===== src/rtl/pipelined_cla_adder_pkg.sv =====
// Shared constants and types for the pipelined carry-lookahead adder.
// Optional feature macro used by this slice: ADDER_OVERFLOW_EN.
package cla_pkg;

  localparam int GROUP_DEFAULT = 4;
  localparam int MAX_GROUP     = 8;

  // Result of one lookahead stage; only the low GROUP sum bits are meaningful.
  typedef struct packed {
    logic                 valid;
    logic                 carry;
    logic [MAX_GROUP-1:0] sum;
  } stage_t;

  function automatic int num_groups(input int width, input int group);
    return width / group;
  endfunction

endpackage


===== src/rtl/pipelined_cla_adder_if.sv =====
// Handshake and data bundle for pipelined_cla_adder.
// The overflow signal exists only when ADDER_OVERFLOW_EN is defined.
interface pipelined_cla_adder_if #(parameter int WIDTH = 16);

  logic             in_valid;
  logic             in_ready;
  logic [WIDTH-1:0] a;
  logic [WIDTH-1:0] b;
  logic             cin;
  logic             out_valid;
  logic             out_ready;
  logic [WIDTH-1:0] sum;
  logic             cout;
`ifdef ADDER_OVERFLOW_EN
  logic             overflow;
`endif

  modport slave (
    input  in_valid,
    input  a,
    input  b,
    input  cin,
    input  out_ready,
    output in_ready,
    output out_valid,
    output sum,
    output cout
`ifdef ADDER_OVERFLOW_EN
    , output overflow
`endif
  );

  modport master (
    output in_valid,
    output a,
    output b,
    output cin,
    output out_ready,
    input  in_ready,
    input  out_valid,
    input  sum,
    input  cout
`ifdef ADDER_OVERFLOW_EN
    , input overflow
`endif
  );

endinterface


===== src/rtl/pipelined_cla_adder_cla_group.sv =====
// Combinational GROUP-bit carry-lookahead group with group propagate/generate.
module cla_group #(
  parameter int GROUP = 4
) (
  input  logic [GROUP-1:0] a_i,
  input  logic [GROUP-1:0] b_i,
  input  logic             cin_i,
  output logic [GROUP-1:0] sum_o,
  output logic             cout_o,
  output logic             p_o,
  output logic             g_o
);

  logic [GROUP-1:0] p_s;
  logic [GROUP-1:0] g_s;
  logic [GROUP:1]   gen_s;
  logic [GROUP:0]   prop_s;
  logic [GROUP:0]   c_s;
  logic             run_s;

  assign p_s = a_i ^ b_i;
  assign g_s = a_i & b_i;

  // Each carry is a flat sum of products: generate terms plus all-propagate times cin.
  always_comb begin
    gen_s     = '0;
    prop_s    = '0;
    c_s       = '0;
    run_s     = 1'b0;
    prop_s[0] = 1'b1;
    c_s[0]    = cin_i;
    for (int i = 0; i < GROUP; i++) begin
      prop_s[i+1] = prop_s[i] & p_s[i];
      for (int j = 0; j <= i; j++) begin
        run_s = g_s[j];
        for (int m = j + 1; m <= i; m++) begin
          run_s = run_s & p_s[m];
        end
        gen_s[i+1] = gen_s[i+1] | run_s;
      end
      c_s[i+1] = gen_s[i+1] | (prop_s[i+1] & cin_i);
    end
  end

  assign sum_o  = p_s ^ c_s[GROUP-1:0];
  assign cout_o = c_s[GROUP];
  assign p_o    = prop_s[GROUP];
  assign g_o    = gen_s[GROUP];

endmodule


===== src/rtl/pipelined_cla_adder.sv =====
// Pipelined carry-lookahead adder: one register stage per GROUP-bit group, valid/ready flow control.
// Define ADDER_OVERFLOW_EN to add the registered signed-overflow output.
module pipelined_cla_adder
  import cla_pkg::*;
#(
  parameter int WIDTH = 16,
  parameter int GROUP = GROUP_DEFAULT
) (
  input logic                  clk,
  input logic                  rst,
  pipelined_cla_adder_if.slave bus
);

  localparam int NG = num_groups(WIDTH, GROUP);

  logic             adv_s;
  logic [NG-1:0]    vld_q, vld_d;
  logic [NG-1:0]    cry_q, cry_d;
  logic [WIDTH-1:0] a_q [NG];
  logic [WIDTH-1:0] a_d [NG];
  logic [WIDTH-1:0] b_q [NG];
  logic [WIDTH-1:0] b_d [NG];
  logic [WIDTH-1:0] s_q [NG];
  logic [WIDTH-1:0] s_d [NG];
  logic [GROUP-1:0] gsum_s [NG];
  logic [NG-1:0]    gcout_s;
  logic [NG-1:0]    gp_s;
  logic [NG-1:0]    gg_s;
  stage_t           grp_s [NG];

  logic             out_valid_q, out_valid_d;
  logic             cout_q, cout_d;
  logic [WIDTH-1:0] sum_q, sum_d;
`ifdef ADDER_OVERFLOW_EN
  logic             ovf_q, ovf_d;
`endif

  // Stage k operates on operand bits skewed by k registers and the carry from stage k-1.
  for (genvar g = 0; g < NG; g++) begin : g_grp
    logic unused_grp_s;
    cla_group #(.GROUP(GROUP)) u_grp (
      .a_i   (a_q[g][g*GROUP +: GROUP]),
      .b_i   (b_q[g][g*GROUP +: GROUP]),
      .cin_i (cry_q[g]),
      .sum_o (gsum_s[g]),
      .cout_o(gcout_s[g]),
      .p_o   (gp_s[g]),
      .g_o   (gg_s[g])
    );
    assign grp_s[g]     = '{valid: vld_q[g], carry: gcout_s[g], sum: MAX_GROUP'(gsum_s[g])};
    assign unused_grp_s = ^{gp_s[g], gg_s[g], grp_s[g]};
  end

  logic unused_ops_s;
  assign unused_ops_s = ^{a_q[NG-1], b_q[NG-1]};

  // One global advance: the whole pipe moves or the whole pipe holds.
  assign adv_s = ~out_valid_q | bus.out_ready;

  // Next-state for the skew/deskew shift chain and the output register.
  always_comb begin
    vld_d = '0;
    cry_d = '0;
    for (int k = 0; k < NG; k++) begin
      a_d[k] = '0;
      b_d[k] = '0;
      s_d[k] = '0;
    end
    vld_d[0] = bus.in_valid;
    cry_d[0] = bus.cin;
    a_d[0]   = bus.a;
    b_d[0]   = bus.b;
    for (int k = 1; k < NG; k++) begin
      vld_d[k] = grp_s[k-1].valid;
      cry_d[k] = grp_s[k-1].carry;
      a_d[k]   = a_q[k-1];
      b_d[k]   = b_q[k-1];
      s_d[k]   = s_q[k-1];
      s_d[k][(k-1)*GROUP +: GROUP] = grp_s[k-1].sum[GROUP-1:0];
    end
    out_valid_d = grp_s[NG-1].valid;
    cout_d      = grp_s[NG-1].carry;
    sum_d       = s_q[NG-1];
    sum_d[(NG-1)*GROUP +: GROUP] = grp_s[NG-1].sum[GROUP-1:0];
`ifdef ADDER_OVERFLOW_EN
    // Carry into the MSB is recovered from its sum bit and operand bits.
    ovf_d = a_q[NG-1][WIDTH-1] ^ b_q[NG-1][WIDTH-1] ^ sum_d[WIDTH-1] ^ cout_d;
`endif
  end

  // Control and output registers: cleared on reset, frozen while stalled.
  always_ff @(posedge clk) begin
    if (rst) begin
      vld_q       <= '0;
      out_valid_q <= 1'b0;
      sum_q       <= '0;
      cout_q      <= 1'b0;
`ifdef ADDER_OVERFLOW_EN
      ovf_q       <= 1'b0;
`endif
    end else if (adv_s) begin
      vld_q       <= vld_d;
      out_valid_q <= out_valid_d;
      sum_q       <= sum_d;
      cout_q      <= cout_d;
`ifdef ADDER_OVERFLOW_EN
      ovf_q       <= ovf_d;
`endif
    end else begin
      vld_q       <= vld_q;
      out_valid_q <= out_valid_q;
      sum_q       <= sum_q;
      cout_q      <= cout_q;
`ifdef ADDER_OVERFLOW_EN
      ovf_q       <= ovf_q;
`endif
    end
  end

  // Intermediate data needs no reset; its valid bit gates its meaning.
  always_ff @(posedge clk) begin
    if (adv_s) begin
      cry_q <= cry_d;
      for (int k = 0; k < NG; k++) begin
        a_q[k] <= a_d[k];
        b_q[k] <= b_d[k];
        s_q[k] <= s_d[k];
      end
    end else begin
      cry_q <= cry_q;
    end
  end

  assign bus.in_ready  = adv_s;
  assign bus.out_valid = out_valid_q;
  assign bus.sum       = sum_q;
  assign bus.cout      = cout_q;
`ifdef ADDER_OVERFLOW_EN
  assign bus.overflow  = ovf_q;
`endif

endmodule


===== src/flat_wrapper.sv =====
// flat-port wrapper written by rule: the top's interface ports become plain ports
module pipelined_cla_adder_flat import cla_pkg::*;
#(
  parameter int WIDTH = 16,
  parameter int GROUP = GROUP_DEFAULT
)
  (clk, rst, bus_in_valid, bus_a, bus_b, bus_cin, bus_out_ready, bus_in_ready, bus_out_valid, bus_sum, bus_cout);
  pipelined_cla_adder_if #(.WIDTH(WIDTH)) bus_i ();
  input logic clk;
  input logic rst;
  input wire logic [$bits(bus_i.in_valid)-1:0] bus_in_valid;
  input wire logic [$bits(bus_i.a)-1:0] bus_a;
  input wire logic [$bits(bus_i.b)-1:0] bus_b;
  input wire logic [$bits(bus_i.cin)-1:0] bus_cin;
  input wire logic [$bits(bus_i.out_ready)-1:0] bus_out_ready;
  output wire logic [$bits(bus_i.in_ready)-1:0] bus_in_ready;
  output wire logic [$bits(bus_i.out_valid)-1:0] bus_out_valid;
  output wire logic [$bits(bus_i.sum)-1:0] bus_sum;
  output wire logic [$bits(bus_i.cout)-1:0] bus_cout;
  assign bus_i.in_valid = bus_in_valid;
  assign bus_i.a = bus_a;
  assign bus_i.b = bus_b;
  assign bus_i.cin = bus_cin;
  assign bus_i.out_ready = bus_out_ready;
  assign bus_in_ready = bus_i.in_ready;
  assign bus_out_valid = bus_i.out_valid;
  assign bus_sum = bus_i.sum;
  assign bus_cout = bus_i.cout;
  pipelined_cla_adder #(.WIDTH(WIDTH), .GROUP(GROUP)) u_core (.clk(clk), .rst(rst), .bus(bus_i));
endmodule

===== config.mk =====
export PLATFORM = sky130hd
export DESIGN_NAME = pipelined_cla_adder_flat
export DESIGN_NICKNAME = d
export VERILOG_FILES = /design/src/rtl/pipelined_cla_adder_pkg.sv /design/src/rtl/pipelined_cla_adder_if.sv /design/src/rtl/pipelined_cla_adder_cla_group.sv /design/src/rtl/pipelined_cla_adder.sv /design/src/flat_wrapper.sv
export SDC_FILE = /design/constraint.sdc
export NUM_CORES = 1
export LEC_CHECK = 0
export ABC_AREA = 1
export CAP_MARGIN = 20
export CORE_MARGIN = 10
export CORE_UTILIZATION = 52
export CTS_BUF_LIST = sky130_fd_sc_hd__clkbuf_8
export DETAILED_ROUTE_END_ITERATION = 12
export GPL_TIMING_DRIVEN = 0
export PLACE_DENSITY = 0.78
export SETUP_SLACK_MARGIN = 0.15
export SYNTH_ARGS = -nofsm -noshare
export SYNTH_HDL_FRONTEND = slang
export SYNTH_HIERARCHICAL = 1
export SYNTH_SLANG_ARGS = --single-unit

===== constraint.sdc =====
create_clock -name clk -period 4.3 [get_ports clk]
set_input_delay 0.86 -clock clk [delete_from_list [all_inputs] [get_ports clk]]
set_output_delay 0.86 -clock clk [all_outputs]
set_load 0.005 [all_outputs]

==> results.cfg <==
[clock_network]
clockRootBuffer = clkbuf_8
postCtsHoldBufs = 0
cts_inserted_buffers = 17
cts_resized = 0
h-tree-depth = 4
clkSlewWorstSetupHoldPaths_ns = 0.07
postCtsSetupRepairBufs = 0
clockBufferDepth = 2
clock_sinks = 130
clk_latency_ns = 0.41
cts_tree = done

[critical_path]
worst_setup_path_start_kind = primary input
critPathRequiredTime_ns = 3.44
criticalPathCategory = primary input to output pin
startpoint = bus_out_ready
r2r-start = u_core/bus.out_valid$_SDFFE_PP0P_
arrival_ns = 2.99
cp-end-kind = output pin
critPathMaxFanout = 73

[power_and_ir_drop]
swShare_pct = 22.2
intPower_uw = 2260
clkPwrFrac_pct = 34.9
seq_power_share_pct = 54.3
p_leak_uw = 0.00246
power_uw = 2900
power.density_nw_per_um2 = 473
comb_power_share_pct = 10.8
ir_drop_uv = 312
p_switching_uw = 643

[yosys]
synth_area_per_cell_sq_um = 13.3
synth_warnings = 18
syn-num-nets = 430
postSynthCellCount = 373
synth_area_sq_um = 4980

[sta]
maxSlewViolCount = 0
post-route-min-period_ns = 3.85
fmax_ghz = 0.259
slew_headroom_pct = 66.3
fin_worst_skew_ns = 0.0100
setup_viol = 0
rsz0062_at_grt = no
finalSetupTns_ns = 0
finalHoldViolCount = 0
tightest_slew_ns = 0.505
whs_ns = 0.414
period_share_pct = 89.6

[routing]
wl_per_cell_um = 12.4
postRouteAntennaNets = 0
drt-initial-drc-count = 146
routed_wirelength_um = 7300
drc = 0
vias_per_cell = 4.71
drt_pre_antenna_iters = 4
vias = 2781

[floorplanning]
rows = 35
die-area_sq_um = 13900
coreArea_sq_um = 9280
dieHeight_um = 118
start_util_pct = 53.6
die_width_um = 118
ioPinCount = 56

[global_routing]
grtUsageTotal_pct = 10.9
antenna_found_initial = 0
grt_pass1_vias = 2817
grt_pass1_wl_um = 12100
grt_overflow = 0
grt_start_max_net_pins = 74

[finish]
fin_area_sq_um = 6130
final_net_count = 505
syn_to_final_growth_pct = 23.0
diodes = 0
drive_gt1_share_pct = 11.3

[place]
routabilityCongestion = 0.807
placed_cell_area_sq_um = 5730
dpl.hpwl_um = 5030
io_buffers = 55

[worst_hold_path]
min_from = u_core/b_q[0][6]$_DFFE_PP_
hp-class = flop to flop

[flow_run]
max-cap-violations = 0

[status]
status = complete, no violations
[power groups by stage]
stage	clock network [uW]	registers (uW)	logic (uW)
floorplan	0	1590	178
global placement	0	1600	296
detailed placement	0	1600	312
CTS	1040	1580	314
global route	1110	1590	350
finish	1010	1580	312
[placed cells by master (no fill, tap or decap)]
cell and count:
clkinv_4 2, a21oi_2 4, ha_1 16, a21oi_1 5
xnor2_1 4, nor2_2 9, clkinv_2 3, clkinv_1 2
fa_1 4, inv_6 2, edfxtp_1 108, buf_4 2
bufinv_16 3, clkbuf_1 1, buf_16 1, nor2_1 46
clkbuf_8 17, buf_2 4, nand3_1 41, o21bai_1 4
clkinvlp_4 2, inv_1 43, clkdlybuf4s50_1 55, dfxtp_1 22
buf_1 1, or2_1 4, xor2_1 4, inv_2 2
nand2_4 1, nand2_1 49
[stage by stage]
stage          util [%]  setup WS (ns)  cells
2_1_floorplan         -           1.06    373
3_3_place_gp       61.3         -0.687    557
3_5_place_dp       61.7          0.410    558
4_1_cts            66.0          0.403    590
5_1_grt            66.0          0.291    590
6_report           66.0          0.445    590
[flip-flops by register name, summed over array words and instances, names as in the netlist]
register and flops:
u_core/bus.sum 16, u_core/bus.out_valid 1, u_core/vld_q 4, u_core/s_q 24, u_core/bus.cout 1, u_core/b_q 40
u_core/cry_q 4, u_core/a_q 40
[per-layer routing]
layer | wire length (um) | GRT usage (%) | vias to the layer above
met2 | 3560 | 17.7 | 75
li1 | - | - | 1415
met3 | 456 | 5.23 | 10
met5 | 0 | 0 | -
met1 | 3180 | 11.6 | 1281
met4 | 98 | 5.41 | 0
[final timing paths]
path,depth (start not counted),to,slack [ns]
max,6,bus_in_ready,0.45
min,0,u_core/b_q[1][6]$_DFFE_PP_,0.41
max reg2reg,3,u_core/b_q[0][4]$_DFFE_PP_,2.61
min reg2reg,0,u_core/b_q[1][6]$_DFFE_PP_,0.41
[critical path, cell delays in order]
cell	delay, ns
clkdlybuf4s50_1	0.51
inv_2	0.06
buf_2	0.19
nand2_4	0.40
buf_16	0.36
clkdlybuf4s50_1	0.57
[area by class of cell]
| cell class | instances | area (sq um) |
|---|---|---|
| Fill cell | 701 | 3160 |
| Clock inverter | 15 | 166 |
| Buffer | 8 | 42.5 |
| Multi-Input combinational cell | 191 | 1090 |
| Sequential cell | 130 | 3680 |
| Clock buffer | 17 | 234 |
| Tap cell | 129 | 161 |
| Timing Repair Buffer | 56 | 578 |
| Inverter | 44 | 165 |
Note: power is estimated with default switching activity, not from simulation.
